==> config.mk <==
export PLATFORM = sky130hd
export DESIGN_NAME = mem_port_arbiter
export DESIGN_NICKNAME = d
export VERILOG_FILES = /design/src/rtl/mem_port_arbiter.sv
export SDC_FILE = /design/constraint.sdc
export NUM_CORES = 1
export LEC_CHECK = 0
export BUFFER_PORTS_ARGS = -buffer_cell sky130_fd_sc_hd__buf_4
export CAP_MARGIN = 5
export CORE_ASPECT_RATIO = 0.6
export CORE_MARGIN = 10
export CORE_UTILIZATION = 45
export DETAILED_ROUTE_END_ITERATION = 16
export PLACE_DENSITY = 0.77
export SETUP_SLACK_MARGIN = 0.05
export SLEW_MARGIN = 20
export SYNTH_ARGS = -nofsm -noshare
export SYNTH_HDL_FRONTEND = slang
export SYNTH_SLANG_ARGS = --single-unit
==> constraint.sdc <==
create_clock -name clk -period 1.4 [get_ports clk]
set_input_delay 0.14 -clock clk [delete_from_list [all_inputs] [get_ports clk]]
set_output_delay 0.14 -clock clk [all_outputs]
set_load 0.02 [all_outputs]
==> src/rtl/mem_port_arbiter.sv <==
`default_nettype none
// ============================================================================
//  Module   : mem_port_arbiter
//  Purpose  : Shares one single-ported RAM between the instruction-fetch
//             port and the data port. One port is granted at a time. The
//             access is held for MEM_LAT cycles, and each port gets a
//             4-phase MOV/MOC handshake.
//  Revision : 1.0  initial release
// ============================================================================
module mem_port_arbiter #(
  parameter int ADDR_W  = 9,
  parameter int MEM_LAT = 2
) (
  input  logic              clk,
  input  logic              reset,
  input  logic              i_mov,
  input  logic [ADDR_W-1:0] i_addr,
  output logic              i_moc,
  output logic [31:0]       i_rdata,
  input  logic              d_mov,
  input  logic              d_rw,
  input  logic [1:0]        d_size,
  input  logic [ADDR_W-1:0] d_addr,
  input  logic [31:0]       d_wdata,
  output logic              d_moc,
  output logic [31:0]       d_rdata,
  output logic              mem_en,
  output logic              mem_rw,
  output logic [3:0]        mem_be,
  output logic [ADDR_W-1:0] mem_addr,
  output logic [31:0]       mem_wdata,
  input  logic [31:0]       mem_rdata,
  output logic [2:0]        arb_state
);

  typedef enum logic [2:0] {
    ST_IDLE   = 3'd0,
    ST_I_ACC  = 3'd1,
    ST_D_ACC  = 3'd2,
    ST_I_DONE = 3'd3,
    ST_D_DONE = 3'd4
  } state_t;

  localparam logic              GNT_I     = 1'b0;
  localparam logic              GNT_D     = 1'b1;
  localparam logic [3:0]        CNT_INIT  = 4'(MEM_LAT - 1);
  // Clears the two lane bits so the RAM always sees a word address.
  localparam logic [ADDR_W-1:0] ADDR_MASK = ~ADDR_W'(3);

  state_t             state_q, state_d;
  logic [3:0]         cnt_q, cnt_d;
  logic               last_q, last_d;
  logic               load_i, load_d;
  logic [ADDR_W-1:0]  req_addr_q;
  logic               req_rw_q;
  logic [3:0]         req_be_q;
  logic [31:0]        req_wdata_q;
  logic [31:0]        i_rdata_q, d_rdata_q;
  logic [3:0]         d_be;

  // Big-endian byte lanes for the data port: be[3] is byte address 00.
  always_comb begin
    d_be = 4'b1111;
    case (d_size)
      2'b00: begin
        case (d_addr[1:0])
          2'b00:   d_be = 4'b1000;
          2'b01:   d_be = 4'b0100;
          2'b10:   d_be = 4'b0010;
          default: d_be = 4'b0001;
        endcase
      end
      2'b01:   d_be = d_addr[1] ? 4'b0011 : 4'b1100;
      default: d_be = 4'b1111;
    endcase
  end

  // Next-state logic. A tie goes to the port that was not granted last.
  always_comb begin
    state_d = state_q;
    cnt_d   = cnt_q;
    last_d  = last_q;
    load_i  = 1'b0;
    load_d  = 1'b0;
    case (state_q)
      ST_IDLE: begin
        if (i_mov && (!d_mov || last_q == GNT_D)) begin
          state_d = ST_I_ACC;
          load_i  = 1'b1;
          cnt_d   = CNT_INIT;
          last_d  = GNT_I;
        end else if (d_mov) begin
          state_d = ST_D_ACC;
          load_d  = 1'b1;
          cnt_d   = CNT_INIT;
          last_d  = GNT_D;
        end
      end
      ST_I_ACC: begin
        if (cnt_q == 4'd0) state_d = i_mov ? ST_I_DONE : ST_IDLE;
        else               cnt_d   = cnt_q - 4'd1;
      end
      ST_D_ACC: begin
        if (cnt_q == 4'd0) state_d = d_mov ? ST_D_DONE : ST_IDLE;
        else               cnt_d   = cnt_q - 4'd1;
      end
      ST_I_DONE: if (!i_mov) state_d = ST_IDLE;
      ST_D_DONE: if (!d_mov) state_d = ST_IDLE;
      default:   state_d = ST_IDLE;
    endcase
  end

  // State, counter and grant-history registers.
  always_ff @(posedge clk) begin
    if (reset) begin
      state_q <= ST_IDLE;
      cnt_q   <= 4'd0;
      last_q  <= GNT_D;
    end else begin
      state_q <= state_d;
      cnt_q   <= cnt_d;
      last_q  <= last_d;
    end
  end

  // Latch the granted request so port inputs can change during the access.
  always_ff @(posedge clk) begin
    if (reset) begin
      req_addr_q  <= '0;
      req_rw_q    <= 1'b0;
      req_be_q    <= 4'b0000;
      req_wdata_q <= 32'd0;
    end else if (load_i) begin
      req_addr_q  <= i_addr;
      req_rw_q    <= 1'b1;
      req_be_q    <= 4'b1111;
      req_wdata_q <= 32'd0;
    end else if (load_d) begin
      req_addr_q  <= d_addr;
      req_rw_q    <= d_rw;
      req_be_q    <= d_be;
      req_wdata_q <= d_wdata;
    end
  end

  // Capture read data in the last access cycle. It is held until the next read on that port.
  always_ff @(posedge clk) begin
    if (reset) begin
      i_rdata_q <= 32'd0;
      d_rdata_q <= 32'd0;
    end else begin
      if (state_q == ST_I_ACC && cnt_q == 4'd0)             i_rdata_q <= mem_rdata;
      if (state_q == ST_D_ACC && cnt_q == 4'd0 && req_rw_q) d_rdata_q <= mem_rdata;
    end
  end

  // Outputs decode from registered state. The memory bus is zero outside an access.
  always_comb begin
    mem_en    = (state_q == ST_I_ACC) || (state_q == ST_D_ACC);
    mem_rw    = mem_en ? req_rw_q : 1'b0;
    mem_be    = mem_en ? req_be_q : 4'b0000;
    mem_addr  = mem_en ? (req_addr_q & ADDR_MASK) : '0;
    mem_wdata = mem_en ? req_wdata_q : 32'd0;
    i_moc     = (state_q == ST_I_DONE);
    d_moc     = (state_q == ST_D_DONE);
    i_rdata   = i_rdata_q;
    d_rdata   = d_rdata_q;
    arb_state = state_q;
  end

endmodule
`default_nettype wire
Yosys cells after proc, flatten, opt, wreduce, memory -nomap -nowiden:

Cells that the tools add are included.
Widths: inputs -> output; s select.

* add/sub/neg operators: 1
* equal/unequal tests: 13
* multiplexer cells: 33
* reduce and logical (&&, ||, !) cells: 19

Operators with widths (number)
* $mux 32: 1
* $mux 4: 7
* $mux 9: 3
* $mux 3: 7
* $pmux 4 s2: 2
* $pmux 3 s5: 1
* $pmux 4 s3: 1
* $mux 1: 10
* $ne 2x2->1 const B: 5
* $eq 3x2->1 const B: 2
* $reduce_bool 2->1: 3
* $reduce_and 5->1: 1
* $eq 2x1->1 const B: 2
* $logic_and 1x1->1: 4
* $logic_not 2->1: 2
* $logic_not 4->1: 1
* $reduce_or 2->1: 2
* $sub 4x1->4 const B: 1
* $eq 3x1->1 const B: 1
* $eq 3x3->1 const B: 1
* $logic_not 3->1: 1
* $ne 3x3->1 const B: 1
* $reduce_and 3->1: 1
* $eq 2x2->1 const B: 1
* other kinds (4): 5

* bits in registers: 118
* bits of input ports: 89
* output and inout port bits: 116
* logic and storage cells: 75

Logic depth before layout (Yosys ltp):

* depth in word-level cells: 7
* depth in mapped cells: 7
* gate-level depth less buffers: 5

Least setup slack after synthesis:

OpenSTA, ideal clock, no wires.

* path kind: reg2out
* start: reg state_q[2], in the netlist arb_state[2]
* end: out d_moc
* arrival: 1441 ps
* data required time: 1260 ps
* path slack: -181 ps
* cell stages (with the launch flop): 5
* buffers on the path: 2
* cells stage by stage: dfxtp_1 -> buf_6 -> inv_1 -> clkbuf_1 -> nor3_1

* longest elaborated chain between the ends: 1

RTL lines
* from (decl): line 50 `state_t state_q, state_d;`
* from (signal assigned): line 120 `state_q <= state_d;`
* $eq 3x3->1: line 165 `d_moc = (state_q == ST_D_DONE);`
* to (decl): line 25 `output logic d_moc,`

Every way passes these cells.

Final worst setup path:

* start: reg cnt_q[0]
* end: reg d_rdata_q[2], in the netlist d_rdata[2]

* longest elaborated chain between the ends: 3

RTL lines
* from (decl): line 51 `logic [3:0] cnt_q, cnt_d;`
* from (signal assigned): line 121 `cnt_q <= cnt_d;`
* $logic_not 4->1: line 153 `if (state_q == ST_D_ACC && cnt_q == 4'd0 && req_rw_q) d_rdata_q <= mem_rdata;`
* $logic_and 1x1->1 (2 in a row): line 153
* to (signal assigned): line 153
* to (decl): line 58 `logic [31:0] i_rdata_q, d_rdata_q;`

Every way passes these cells.
A chain may end at the register's enable or synchronous reset.

==> run metrics <==
R2R Setup Slk=-570 ps; Cell Int Power=0.0117 W; Overall Power=0.0200 W; Yosys warnings=0; syn_area_per_cell=8.57 sq um; fin nets=1030; CTS Buf Count=17; Max Buffers Root-to-Sink=2; FF/Latch Area=2340 sq um; dpl cell area=7560 sq um; Multi-input gate area=3690 sq um; Post-synth EDFFs=0; die area=17100 sq um; ratio of final minimum period to clock period=141%; final worst slack=-574 ps; largest net degree at the start of global routing=51; crit path launch=cnt_q[0]; failing checks=hold timing, setup timing; clock skew=10.9 ps; routability congestion estimate from global placement=0.851; placed insts=982; Initial DRT Pass Iterations=6; post-synthesis sequential area ratio=42.6%; hold path startpoint=d_wdata[11]; Final Routed Wirelength=33700 um; crit-path max cell delay=330 ps; Psw=0.00835 W; RSZ-0062 raised after global routing=true; Worst-Skew Late Latency=420 ps; pwr dens=1890 nW/um^2; Clock power frac=22.5%; H-tree depth=4; Remaining DRCs=0; Post-Synthesis Cells=636; Detail Route Antenna Nets=0; post-DP HPWL=14300 um; CP arrival=2310 ps; crit path max-delay cell type=dfxtp_2; sw frac=41.7%; fin util=88.8%; fill count=495; initial antenna violation count=3; Reg2Reg Depth=9; Clock Tree Root=clkbuf_16; GRT Util Overall=30.7%; Initial Util=45.6%; post-route cell area=10600 sq um; maxcap violations=0; First DRT Iteration DRCs=1282; Startpoint Class=flop; Slew Viols, Final=0; Die Height=105 um; Worst EP required=1730 ps; Tightest Pin Transition=511 ps; Vias/cell=6.76; vias in the first global route=7174; routed len/inst=30.1 um; vias post-DR=7570; Layout Area Growth over Synthesis=94.7%; Comb power frac=57.1%; clk slew on worst S/H paths=70 ps; Synth Register Bits=116; Num Clock Sinks=116; Leakage=4.20 nW; Final Non-Filler Cells=1120; CP Cell Sequence=inv_2, ha_4, buf_6, buf_4, nor4b_4, buf_6, clkbuf_16, nand3_4, a21oi_2; FF-to-FF Start=cnt_q[0]; Post-synth top flop=dfxtp_1; Worst Hold Class=input port to flop; row count=31; count of cell types in the netlist=56; worst ir drop on vdd=1.22 mV; CP Class=flop to flop; sequential share of power=20.4%; WHS=-2.52 ps; port bufs=200; GR Overflow Total=0; Synth Cell Area=5450 sq um; crit path time final=1970 ps; critical path fanouts, max=6; Slew headroom=65.9%; post-synthesis async set-or-reset flop share=0%; wire length of the first global-routing pass=41700 um; Setup-failing EPs final=165; share of layout cells above drive strength 1=58.8%; CTS tree=done; maximum clock frequency=507 MHz; hold depth=3; outcome=finished with violations; Setup crit end kind=flop; Top Ports=205; Die Width=162 um; core area=11900 sq um; CP most frequent cell=buf_6; Final Hold Fails=3
[repair_timing]
item / in CTS / in global routing
hold endpoints to repair: 28 / 4
cloned: 20 / 6
pin swaps: 27 / 71
gates resized for setup: 97 / 150
hold buffers: 28 / 4
setup buffers: 37 / 10
endpoints found under the setup margin: 162 / 166
[cells by family (layout without fill, tap and decap cells)]
logic type | Yosys count | after routing | synth area share [%]
flops | 116 | 116 | 42.6
xor+xnor | 1 | 1 | 0.299
other cells | 1 | 5 | 0.0688
compound gates | 242 | 242 | 26.4
buf+inv | 81 | 395 | 8.33
simple gates | 192 | 193 | 21.6
fa+ha+maj | 2 | 2 | 0.459
mux | 1 | 1 | 0.184
[stage by stage]
step	setup WS (ps)	TNS, ps
after global placement	-102	-3610
after floorplan	-47.5	-2130
after global routing	-591	-68240
final	-574	-64470
after CTS	-354	-39850
after detailed placement	-144	-6490
[registers in the layout (all words and copies together) (netlist names)]
name         flops
arb_state        3
cnt_q            4
d_rdata         32
i_rdata         32
last_q           1
req_addr_q       7
req_be_q         4
req_rw_q         1
req_wdata_q     32
[power groups by stage]
stage          Sequential [W]  Combinational, W  Clock (W)
2_1_floorplan         0.00422           0.00383          0
3_3_place_gp          0.00404           0.00593          0
3_5_place_dp          0.00406           0.00607          0
4_1_cts               0.00397           0.00898    0.00439
5_1_grt               0.00408            0.0115    0.00463
6_report              0.00408            0.0114    0.00450
[path summary, 6_finish.rpt]
kind,to
setup / recovery,d_rdata[2]
hold / removal,req_wdata_q[11]
setup reg to reg,d_rdata[2]
hold reg to reg,i_rdata[30]
[synth_stat cells (8+ instances only)]
cell / instances / share of area (%)
dfxtp_1: 116 / 43
a21oi_1: 103 / 9.5
nand3_1: 96 / 8.8
o21ai_1: 58 / 5.3
and3_1: 45 / 5.2
o21ai_0: 33 / 3.0
buf_2: 30 / 2.8
clkbuf_1: 27 / 1.9
o21ai_2: 14 / 2.2
buf_6: 12 / 2.5
nor2b_1: 9 / 1.0
a31oi_1: 8 / 0.92
nor3b_1: 8 / 1.1
[worst max-delay path, delay by kind of cell, from the launching register on]
| family | cells | cell delay (ps) |
|---|---|---|
| buffers and inverters | 5 | 730 |
| AO/OA/AOI/OAI | 1 | 220 |
| adder cells (fa/ha/maj) | 1 | 160 |
| flip-flops | 1 | 330 |
| AND/OR/NAND/NOR | 2 | 420 |
[cell usage in the layout, fill, tap and decap left out, types with 3 or more instances in the layout]
cell type / count
buf_4: 225
dfxtp_1: 111
a21oi_1: 66
nand3_1: 63
buf_6: 50
o21ai_1: 47
o21ai_2: 46
a21oi_2: 37
and3_4: 34
dlygate4sd3_1: 32
clkbuf_16: 24
buf_12: 23
nand3_4: 22
buf_16: 15
nand3_2: 12
and3_1: 11
o21ai_4: 10
nor2b_1: 9
nor3b_1: 8
o41ai_2: 7
a31oi_1: 7
clkinv_4: 5
nand2b_1: 4
a311oi_1: 4
diode_2: 3
inv_1: 3
or3_1: 3
nor2_1: 3
dfxtp_4: 3
clkbuf_1: 3
bufbuf_16: 3
buf_8: 3
[metal layers]
layer | part of all wire (%) | up-vias | global-route usage, %
met1 | 35 | 3503 | 37.9
met2 | 43 | 802 | 48.0
met5 | 0 | - | 0
li1 | - | 2962 | -
met3 | 15 | 303 | 11.0
met4 | 7.5 | 0 | 11.9
[area by class of cell]
cell class                 instances  share of cell area [%]
sequential                       116                    22.0
multi-input combinational        441                    34.8
inverter                           6                   0.330
antenna                            3                  0.0707
clock inverter                    10                    1.17
tap                              165                    1.95
timing repair buffer             357                    35.2
clock buffer                      22                    4.48
Power figures use the tool's default switching activity.
